**src/rtl/or_reduce_serial.sv**
```systemverilog
// Sequential OR-reduction engine: scans a WIDTH-bit word CHUNK bits per cycle and reports any/single/lowest-index.
// Optional macro OR_REDUCE_EARLY_EXIT_EN ends the scan as soon as a second set bit has been seen.
module or_reduce_serial #(
    parameter  int WIDTH  = 16,
    parameter  int CHUNK  = 4,
    localparam int NCHUNK = (WIDTH + CHUNK - 1) / CHUNK,
    localparam int IW     = (WIDTH > 2) ? $clog2(WIDTH) : 1
) (
    input  logic             clk,
    input  logic             rst_n,
    input  logic             in_valid,
    output logic             in_ready,
    input  logic [WIDTH-1:0] in_data,
    output logic             out_valid,
    input  logic             out_ready,
    output logic             out_any,
    output logic             out_single,
    output logic [IW-1:0]    out_idx
);

    localparam int BW = NCHUNK * CHUNK;
    localparam int CW = (NCHUNK > 1) ? $clog2(NCHUNK) : 1;

    typedef enum logic [1:0] {
        S_IDLE = 2'd0,
        S_SCAN = 2'd1,
        S_DONE = 2'd2
    } state_t;

    state_t          r_state;
    state_t          w_state_nxt;
    logic [BW-1:0]   r_buf;
    logic [1:0]      r_cnt;
    logic [IW-1:0]   r_idx;
    logic [CW-1:0]   r_chunk;
    logic            r_out_valid;
    logic            r_any;
    logic            r_single;
    logic [IW-1:0]   r_out_idx;

    logic            w_in_ready;
    logic            w_accept;
    logic            w_last_chunk;
    logic            w_exit;
    logic            w_found;
    logic [IW-1:0]   w_pos;
    logic [1:0]      w_cnt_nxt;
    logic [IW-1:0]   w_idx_nxt;

    // Accept is blocked whenever reset is asserted, independent of the state register.
    assign w_in_ready   = rst_n && (r_state == S_IDLE);
    assign w_accept     = in_valid && w_in_ready;
    assign w_last_chunk = (r_chunk == CW'(NCHUNK - 1));

`ifdef OR_REDUCE_EARLY_EXIT_EN
    assign w_exit = w_last_chunk || (w_cnt_nxt == 2'd2);
`else
    assign w_exit = w_last_chunk;
`endif

    // Per-chunk evaluation: saturating bit count and lowest set position (lower index wins).
    always_comb begin
        w_cnt_nxt = r_cnt;
        w_pos     = '0;
        w_found   = 1'b0;
        for (int b = CHUNK - 1; b >= 0; b--) begin
            w_found   = w_found | r_buf[b];
            w_pos     = r_buf[b] ? IW'(b) : w_pos;
            w_cnt_nxt = (r_buf[b] && (w_cnt_nxt != 2'd2)) ? (w_cnt_nxt + 2'd1) : w_cnt_nxt;
        end
        w_idx_nxt = (w_found && (r_cnt == 2'd0)) ? (IW'(int'(r_chunk) * CHUNK) + w_pos) : r_idx;
    end

    // State register.
    always_ff @(posedge clk) begin
        if (!rst_n) begin
            r_state <= S_IDLE;
        end else begin
            r_state <= w_state_nxt;
        end
    end

    // Next-state logic; a DONE handshake always returns to IDLE so no accept overlaps it.
    always_comb begin
        w_state_nxt = r_state;
        case (r_state)
            S_IDLE:  w_state_nxt = w_accept  ? S_SCAN : S_IDLE;
            S_SCAN:  w_state_nxt = w_exit    ? S_DONE : S_SCAN;
            S_DONE:  w_state_nxt = out_ready ? S_IDLE : S_DONE;
            default: w_state_nxt = S_IDLE;
        endcase
    end

    // Datapath: shift buffer, accumulators and the registered result.
    always_ff @(posedge clk) begin
        if (!rst_n) begin
            r_buf       <= '0;
            r_cnt       <= 2'd0;
            r_idx       <= '0;
            r_chunk     <= '0;
            r_out_valid <= 1'b0;
            r_any       <= 1'b0;
            r_single    <= 1'b0;
            r_out_idx   <= '0;
        end else begin
            case (r_state)
                S_IDLE: begin
                    if (w_accept) begin
                        r_buf   <= BW'(in_data);
                        r_cnt   <= 2'd0;
                        r_idx   <= '0;
                        r_chunk <= '0;
                    end
                end
                S_SCAN: begin
                    r_buf   <= r_buf >> CHUNK;
                    r_cnt   <= w_cnt_nxt;
                    r_idx   <= w_idx_nxt;
                    r_chunk <= r_chunk + CW'(1);
                    if (w_exit) begin
                        r_out_valid <= 1'b1;
                        r_any       <= (w_cnt_nxt != 2'd0);
                        r_single    <= (w_cnt_nxt == 2'd1);
                        r_out_idx   <= w_idx_nxt;
                    end
                end
                S_DONE: begin
                    if (out_ready) begin
                        r_out_valid <= 1'b0;
                    end
                end
                default: begin
                    r_out_valid <= 1'b0;
                end
            endcase
        end
    end

    assign in_ready   = w_in_ready;
    assign out_valid  = r_out_valid;
    assign out_any    = r_any;
    assign out_single = r_single;
    assign out_idx    = r_out_idx;

endmodule

```
**config.mk**
```make
export PLATFORM = sky130hd
export DESIGN_NAME = or_reduce_serial
export DESIGN_NICKNAME = d
export VERILOG_FILES = /design/src/rtl/or_reduce_serial.sv
export SDC_FILE = /design/constraint.sdc
export NUM_CORES = 1
export LEC_CHECK = 0
export ABC_AREA = 1
export CAP_MARGIN = 20
export CORE_AREA = 10 10 68 70
export CTS_CLUSTER_DIAMETER = 150
export DETAILED_ROUTE_END_ITERATION = 10
export DIE_AREA = 0 0 78 80
export PLACE_DENSITY_LB_ADDON = 0.08
export RECOVER_POWER = 25
export SLEW_MARGIN = 20
export SYNTH_ARGS = -nofsm -noshare
export SYNTH_HDL_FRONTEND = slang
export SYNTH_SLANG_ARGS = --single-unit
```
**constraint.sdc**
```tcl
create_clock -name clk -period 4.1 [get_ports clk]
set_input_delay 0.41 -clock clk [delete_from_list [all_inputs] [get_ports clk]]
set_output_delay 0.41 -clock clk [all_outputs]
set_load 0.1 [all_outputs]
```
==> flow_metrics.env <==
export IMPL_critPathLaunchType="flop"
export IMPL_firstDrtPassIters=4
export IMPL_pwr_density_cell_mw_per_mm2=375
export IMPL_yosysTopAreaCellShare=0.403
export IMPL_number_of_flip_flops_and_latches_in_the_synthesized_netlist=33
export IMPL_worst_ir_drop_vdd_mv=0.231
export IMPL_antenna_left=0
export IMPL_worst_hold_path_type="flop to flop"
export IMPL_fin_nets=272
export IMPL_totalNegativeSetupSlack_ps=0
export IMPL_antennaDiodeCount=0
export IMPL_dr_first_iter_drc_count=43
export IMPL_fin_crit_share=0.875
export IMPL_num_rows=21
export IMPL_pwr_share_clk=0.331
export IMPL_critPathMaxStageDelay_ps=390
export IMPL_die_h_um=80
export IMPL_cts_htree_levels=2
export IMPL_syn2layout_area_growth_pct=22.7
export IMPL_layout_setup_ws_ps=510
export IMPL_clkTransAtPathRegs_ps=100
export IMPL_cts_num_sinks=33
export IMPL_post_cts_buffers=0
export IMPL_timing_max_cap_violations=0
export IMPL_timing_critical_path_mode_cell="sky130_fd_sc_hd__inv_1"
export IMPL_die_area_sq_mm=0.00624
export IMPL_p_leak_nw=0.851
export IMPL_grt_max_degree=19
export IMPL_gp_congestion=0.784
export IMPL_synth_cells=218
export IMPL_arrival_ps=3810
export IMPL_worst_slew_pin_transition_ps=990
export IMPL_setup_repair_after_global_routing_missed_its_margin="false"
export IMPL_cts_buffer_depth=2
export IMPL_post_synth_most_frequent_cells="45 x sky130_fd_sc_hd__nand2_1, 33 x sky130_fd_sc_hd__dfxtp_1, 26 x sky130_fd_sc_hd__nor2_1, 21 x sky130_fd_sc_hd__inv_1, 20 x sky130_fd_sc_hd__a21oi_1"
export IMPL_setup_worst_path_end_class="flop"
export IMPL_fp_dieW_um=78
export IMPL_cp_data_required_time_ps=4320
export IMPL_timing_clock_skew_ps=9.87
export IMPL_grt_pass1_wl_um=6130
export IMPL_power_internal_w=0.000546
export IMPL_later_pin_clock_latency_in_the_skew_report_ps=320
export IMPL_first_global_vias=1367
export IMPL_highest_clock_rate_mhz=279
export IMPL_pwr_share_seq=0.463
export IMPL_detail_route_wl_per_cell_um=11.8
export IMPL_cts_made_buffers=5
export IMPL_final_setup_viols=0
export IMPL_drt_total_wl_um=3470
export IMPL_ffs_w_async_s_r_synth=0
export IMPL_post_synth_main_area_contributors="sky130_fd_sc_hd__dfxtp_1 40%, sky130_fd_sc_hd__nand2_1 10%, sky130_fd_sc_hd__a21oi_1 6.1%"
export IMPL_syn_avg_cell_area_sq_um=7.52
export IMPL_antenna_found_initial=0
export IMPL_cts_root_buffer_cell="sky130_fd_sc_hd__clkbuf_4"
export IMPL_mappedNetlistArea_sq_mm=0.00164
export IMPL_floorplan_core_area_sq_mm=0.00328
export IMPL_dpl_worst_slack_ps=525
export IMPL_net_switching_power_w=0.000208
export IMPL_vias=1433
export IMPL_yosys_most_used_dff="sky130_fd_sc_hd__dfxtp_1"
export IMPL_max_slew_margin_rel=0.338
export IMPL_start_util=0.499
export IMPL_dpl_hpwl_um=2590
export IMPL_layout_drive_gt1_share=0.105
export IMPL_cts_tree="built"
export IMPL_pin_count=28
export IMPL_port_buffers=27
export IMPL_reg2reg_depth=26
export IMPL_number_of_hold_slack_violations_in_the_final_timing_report=0
export IMPL_synth_warnings=0
export IMPL_ys_seq_area_frac=0.403
export IMPL_cts_resized=0
export IMPL_cts_hold_buffers=0
export IMPL_crit_end="out_single"
export IMPL_yosysMostFrequentCell="sky130_fd_sc_hd__nand2_1"
export IMPL_finalCriticalPeriod_ps=3590
export IMPL_peak_fanout_along_the_critical_path=5
export IMPL_setup_worst_path_class="flop to flop"
export IMPL_regToRegSetupSlack_ps=510
export IMPL_yosys_cell_types_count=26
export IMPL_regToRegEndpoint="out_single"
export IMPL_grt_remaining_overflow=0
export IMPL_syn_nets=244
export IMPL_final_max_slew_violation_count=0
export IMPL_post_route_drc_count=0
export IMPL_groute_usage_overall=0.118
export IMPL_via_count_normalized_by_instance_count=4.89
export IMPL_slowest_stage="sky130_fd_sc_hd__dfxtp_1"
export IMPL_fillers=316
export IMPL_power_switching_fraction=0.276
export IMPL_regToRegStartpoint="r_cnt[0]"
export IMPL_power_share_combinational=0.206
export IMPL_edff_count_synth=0
export IMPL_outcome="completed"
export IMPL_crit_start="r_cnt[0]"
export IMPL_synth_largest_area_cell="sky130_fd_sc_hd__dfxtp_1"
per-stage QoR:
stage	utilization	total power, W	cell area (sq um)	std cells	hold WS [ps]
after floorplan	-	0.000472	1640	218	438
after global placement	0.589	0.000514	1940	285	453
after detailed placement	0.589	0.000515	1940	285	457
after CTS	0.615	0.000764	2020	293	471
after global routing	0.613	0.000804	2010	293	491
final	0.613	0.000754	2010	293	469
final cells by class:
type                       count  area [sq um]  share of cell area
clock buffer                   7          55.1              0.0274
inverter                      25          96.3              0.0479
multi-input combinational    152           833               0.414
sequential                    33           661               0.328
tap                           46          57.6              0.0286
timing repair buffer          29           279               0.139
clock inverter                 1          30.0              0.0149
power by group through the flow:
stage               combinational [W]  sequential (W)  clock [W]
floorplan                    0.000117        0.000355          0
global placement             0.000157        0.000357          0
detailed placement           0.000158        0.000357          0
CTS                          0.000158        0.000350   0.000256
global route                 0.000179        0.000352   0.000273
finish                       0.000155        0.000349   0.000249
state kept, by name (all words and copies together) (netlist names):
name	flops
r_cnt	2
out_idx	4
out_single	1
r_chunk	2
out_any	1
r_idx	4
out_valid	1
r_state	2
r_buf	16
kinds of logic after synthesis:
logic type | Yosys count | synth area share
AOI/OAI and AO/OA | 44 | 0.169
buffers and inverters | 33 | 0.0855
DFF | 33 | 0.403
and+or+nand+nor | 102 | 0.296
adders and majority gates | 6 | 0.0458
routing by layer:
layer  share of wire  routed length (um)  vias to the layer above  track usage
met5               0                   0                        -            0
met4          0.0098                  34                        0       0.0323
met3           0.071                 247                        4       0.0495
met2            0.43                1490                       31        0.194
met1            0.49                1700                      622        0.139
li1                -                   -                      776            -
critical path: cells and delay by family, from the launching register on:
family | cells | cell delay, ps
DFF | 1 | 390
adders and majority gates | 4 | 710
buffers and inverters | 7 | 610
and+or+nand+nor | 15 | 1790
how the worst min path moves through the flow:
stage / start / to / slack [ps] / depth (start not counted)
final: r_buf[14] / r_buf[14] / 470 / 2
after global routing: r_idx[3] / r_idx[3] / 490 / 2
after CTS: r_buf[14] / r_buf[14] / 470 / 2
after detailed placement: r_idx[1] / r_idx[1] / 460 / 2
after global placement: r_buf[12] / r_buf[12] / 450 / 2
after floorplan: r_buf[12] / r_buf[12] / 440 / 2
layout by cell type (no fill, tap or decap), drive strengths merged:
cell type and n:
dfxtp 33, nor3 1, or2 4, nand2 51, inv 24, ha 6, o31ai 1, clkbuf 8
o21ai 7, a21oi 20, o21bai 4, clkdlybuf4s50 26, o221ai 10, nor2 27, a31oi 2, nand3b 1
nand3 17, bufinv 1, clkinv 1, and2 1, buf 2
(Power assumes the default switching activity.)
==> edit: new RTL, same settings <==
Build with the macro `OR_REDUCE_EARLY_EXIT_EN` defined.
--- a/src/rtl/or_reduce_serial.sv
+++ b/src/rtl/or_reduce_serial.sv
@@ -1,5 +1,7 @@
 // Sequential OR-reduction engine: scans a WIDTH-bit word CHUNK bits per cycle and reports any/single/lowest-index.
 // Optional macro OR_REDUCE_EARLY_EXIT_EN ends the scan as soon as a second set bit has been seen.
+`define OR_REDUCE_EARLY_EXIT_EN
+
 module or_reduce_serial #(
     parameter  int WIDTH  = 16,
     parameter  int CHUNK  = 4,
Formal check against the unedited RTL: not equivalent (Yosys sat finds a counterexample within 4 cycles, from zero or initial values and one cycle with rst_n low).
==> edit against the unedited design <==
Routed wire length grew 3.5%. Count of clock-buffer cells in the layout unchanged. First-iteration DRC count grew 21%. Worst setup slack improved by 28 ps. Sequential cell count stayed put. Area after synthesis grew 0.23%. Critical path depth is 2 higher. Design area decreased by 1.1%. Non-clock buffer count unchanged. Clock skew hardly changed.
Power is not compared: it rests on default switching activity, and its combinational part moved more than twofold at a synthesized area within 25%.
==> edit: results (changes against the unedited design) <==
- R2R Path End: out_idx[3] (was out_single)
- Clock-pin slew on the worst setup and hold paths: roughly 90 ps
- Outcome: finished clean (unchanged)
- Root buf cell: clkbuf_4 (unchanged)
- Cell depth of the worst hold path: 2 (unchanged)
- Layout cell share with drive strength beyond 1: 10.6% (was 10.5%)
- Slowest stage delay, CP: 370 ps (was 390 ps)
- Post-Place Worst Slack: 562 ps (was 525 ps)
- Area of the multi-input gates: 841 um^2 (was 833 um^2)
- Relative slew slack: 34.2% (was 33.8%)
- First-pass GRT wire length: 6340 um (was 6130 um)
- Synth Area in Compound Gates: 17.4% (was 16.9%)
- Seq/total area: 33.2% (was 32.8%)
- Most frequent cells after synthesis: dfxtp_1, nand2_1, nor2_1 (was nand2_1, dfxtp_1, nor2_1)
- Post-DP Area: 1950 um^2 (was 1940 um^2)
- Design area: 1990 um^2 (was 2010 um^2)
- Largest net degree at the start of global routing: 21 (was 19)
- Wirelength per Cell: 12.3 um (was 11.8 um)
- Clk_skew: 10.3 ps (was 9.87 ps)
- Via count: 1499 (was 1433)
- Final worst slack: 538 ps (was 510 ps)
- Routability cong.: 0.760 (was 0.784)
- Distinct cell type count after synthesis: 28 (was 26)
- Total chip power: 920 uW
- GRT Total Usage: 12.2% (was 11.8%)
- Routed wire length: 3590 um (was 3470 um)
- Multiplexer area fraction after synthesis: 0.609% (was 0%)
- Clock-cell share: 2.77% (was 4.23%)
- Seq/Total Area, Yosys: 40.2% (was 40.3%)
- Ant diodes: 0 (unchanged)
- Detailed Route Iter0 Violations: 52 (was 43)
- Min Hold Slack: 454 ps (was 469 ps)
- Depth of the most critical reg-to-reg path: 28 (was 26)
- DP HPWL: 2620 um (was 2590 um)
- Area Growth Syn to Fin: 21.2% (was 22.7%)
- Fillcell total: 319 (was 316)
- Non-Clock Buffer Area Fraction: 13.8% (was 13.9%)
- Cells taking the most area after synthesis: dfxtp_1, nand2_1, a21oi_1, nor2_1, o221ai_1 (unchanged)
- Multi-In Gates: 150 (was 152)
- Non-clock inverter count: 27 (was 25)
- CP arrival: 3790 ps (was 3810 ps)
## edit: metal layers
metal  track usage [%]  vias to the layer above  routed length [um]
met5                 0                        -                   0
met4              4.30                        0                  34
met3              4.62                        4                 244
met2              20.1                       41                1640
met1              14.2                      675                1680
li1                  -                      779                   -
## edit: kinds of logic (layout without fill, tap and decap cells)
kind of cell    Yosys count  in the layout
compound gates           46             46
simple gates             97             97
buf+inv                  35             63
mux                       1              1
flops                    33             33
fa+ha+maj                 6              6
## edit: worst max-delay path by stage
stage | end | cells past startpoint | from
finish | out_idx[3] | 28 | r_cnt[0]
floorplan | out_idx[1] | 28 | r_cnt[0]
global placement | out_any | 28 | r_cnt[0]
global route | out_single | 28 | r_cnt[0]
detailed placement | out_idx[1] | 28 | r_cnt[0]
CTS | out_idx[3] | 28 | r_cnt[0]
## edit: worst reg2reg max path: cells and delay by family (launching register included)
family / cells / cell delay, ps
fa+ha+maj: 4 / 710
buf+inv: 7 / 560
flops: 1 / 370
simple gates: 17 / 1820
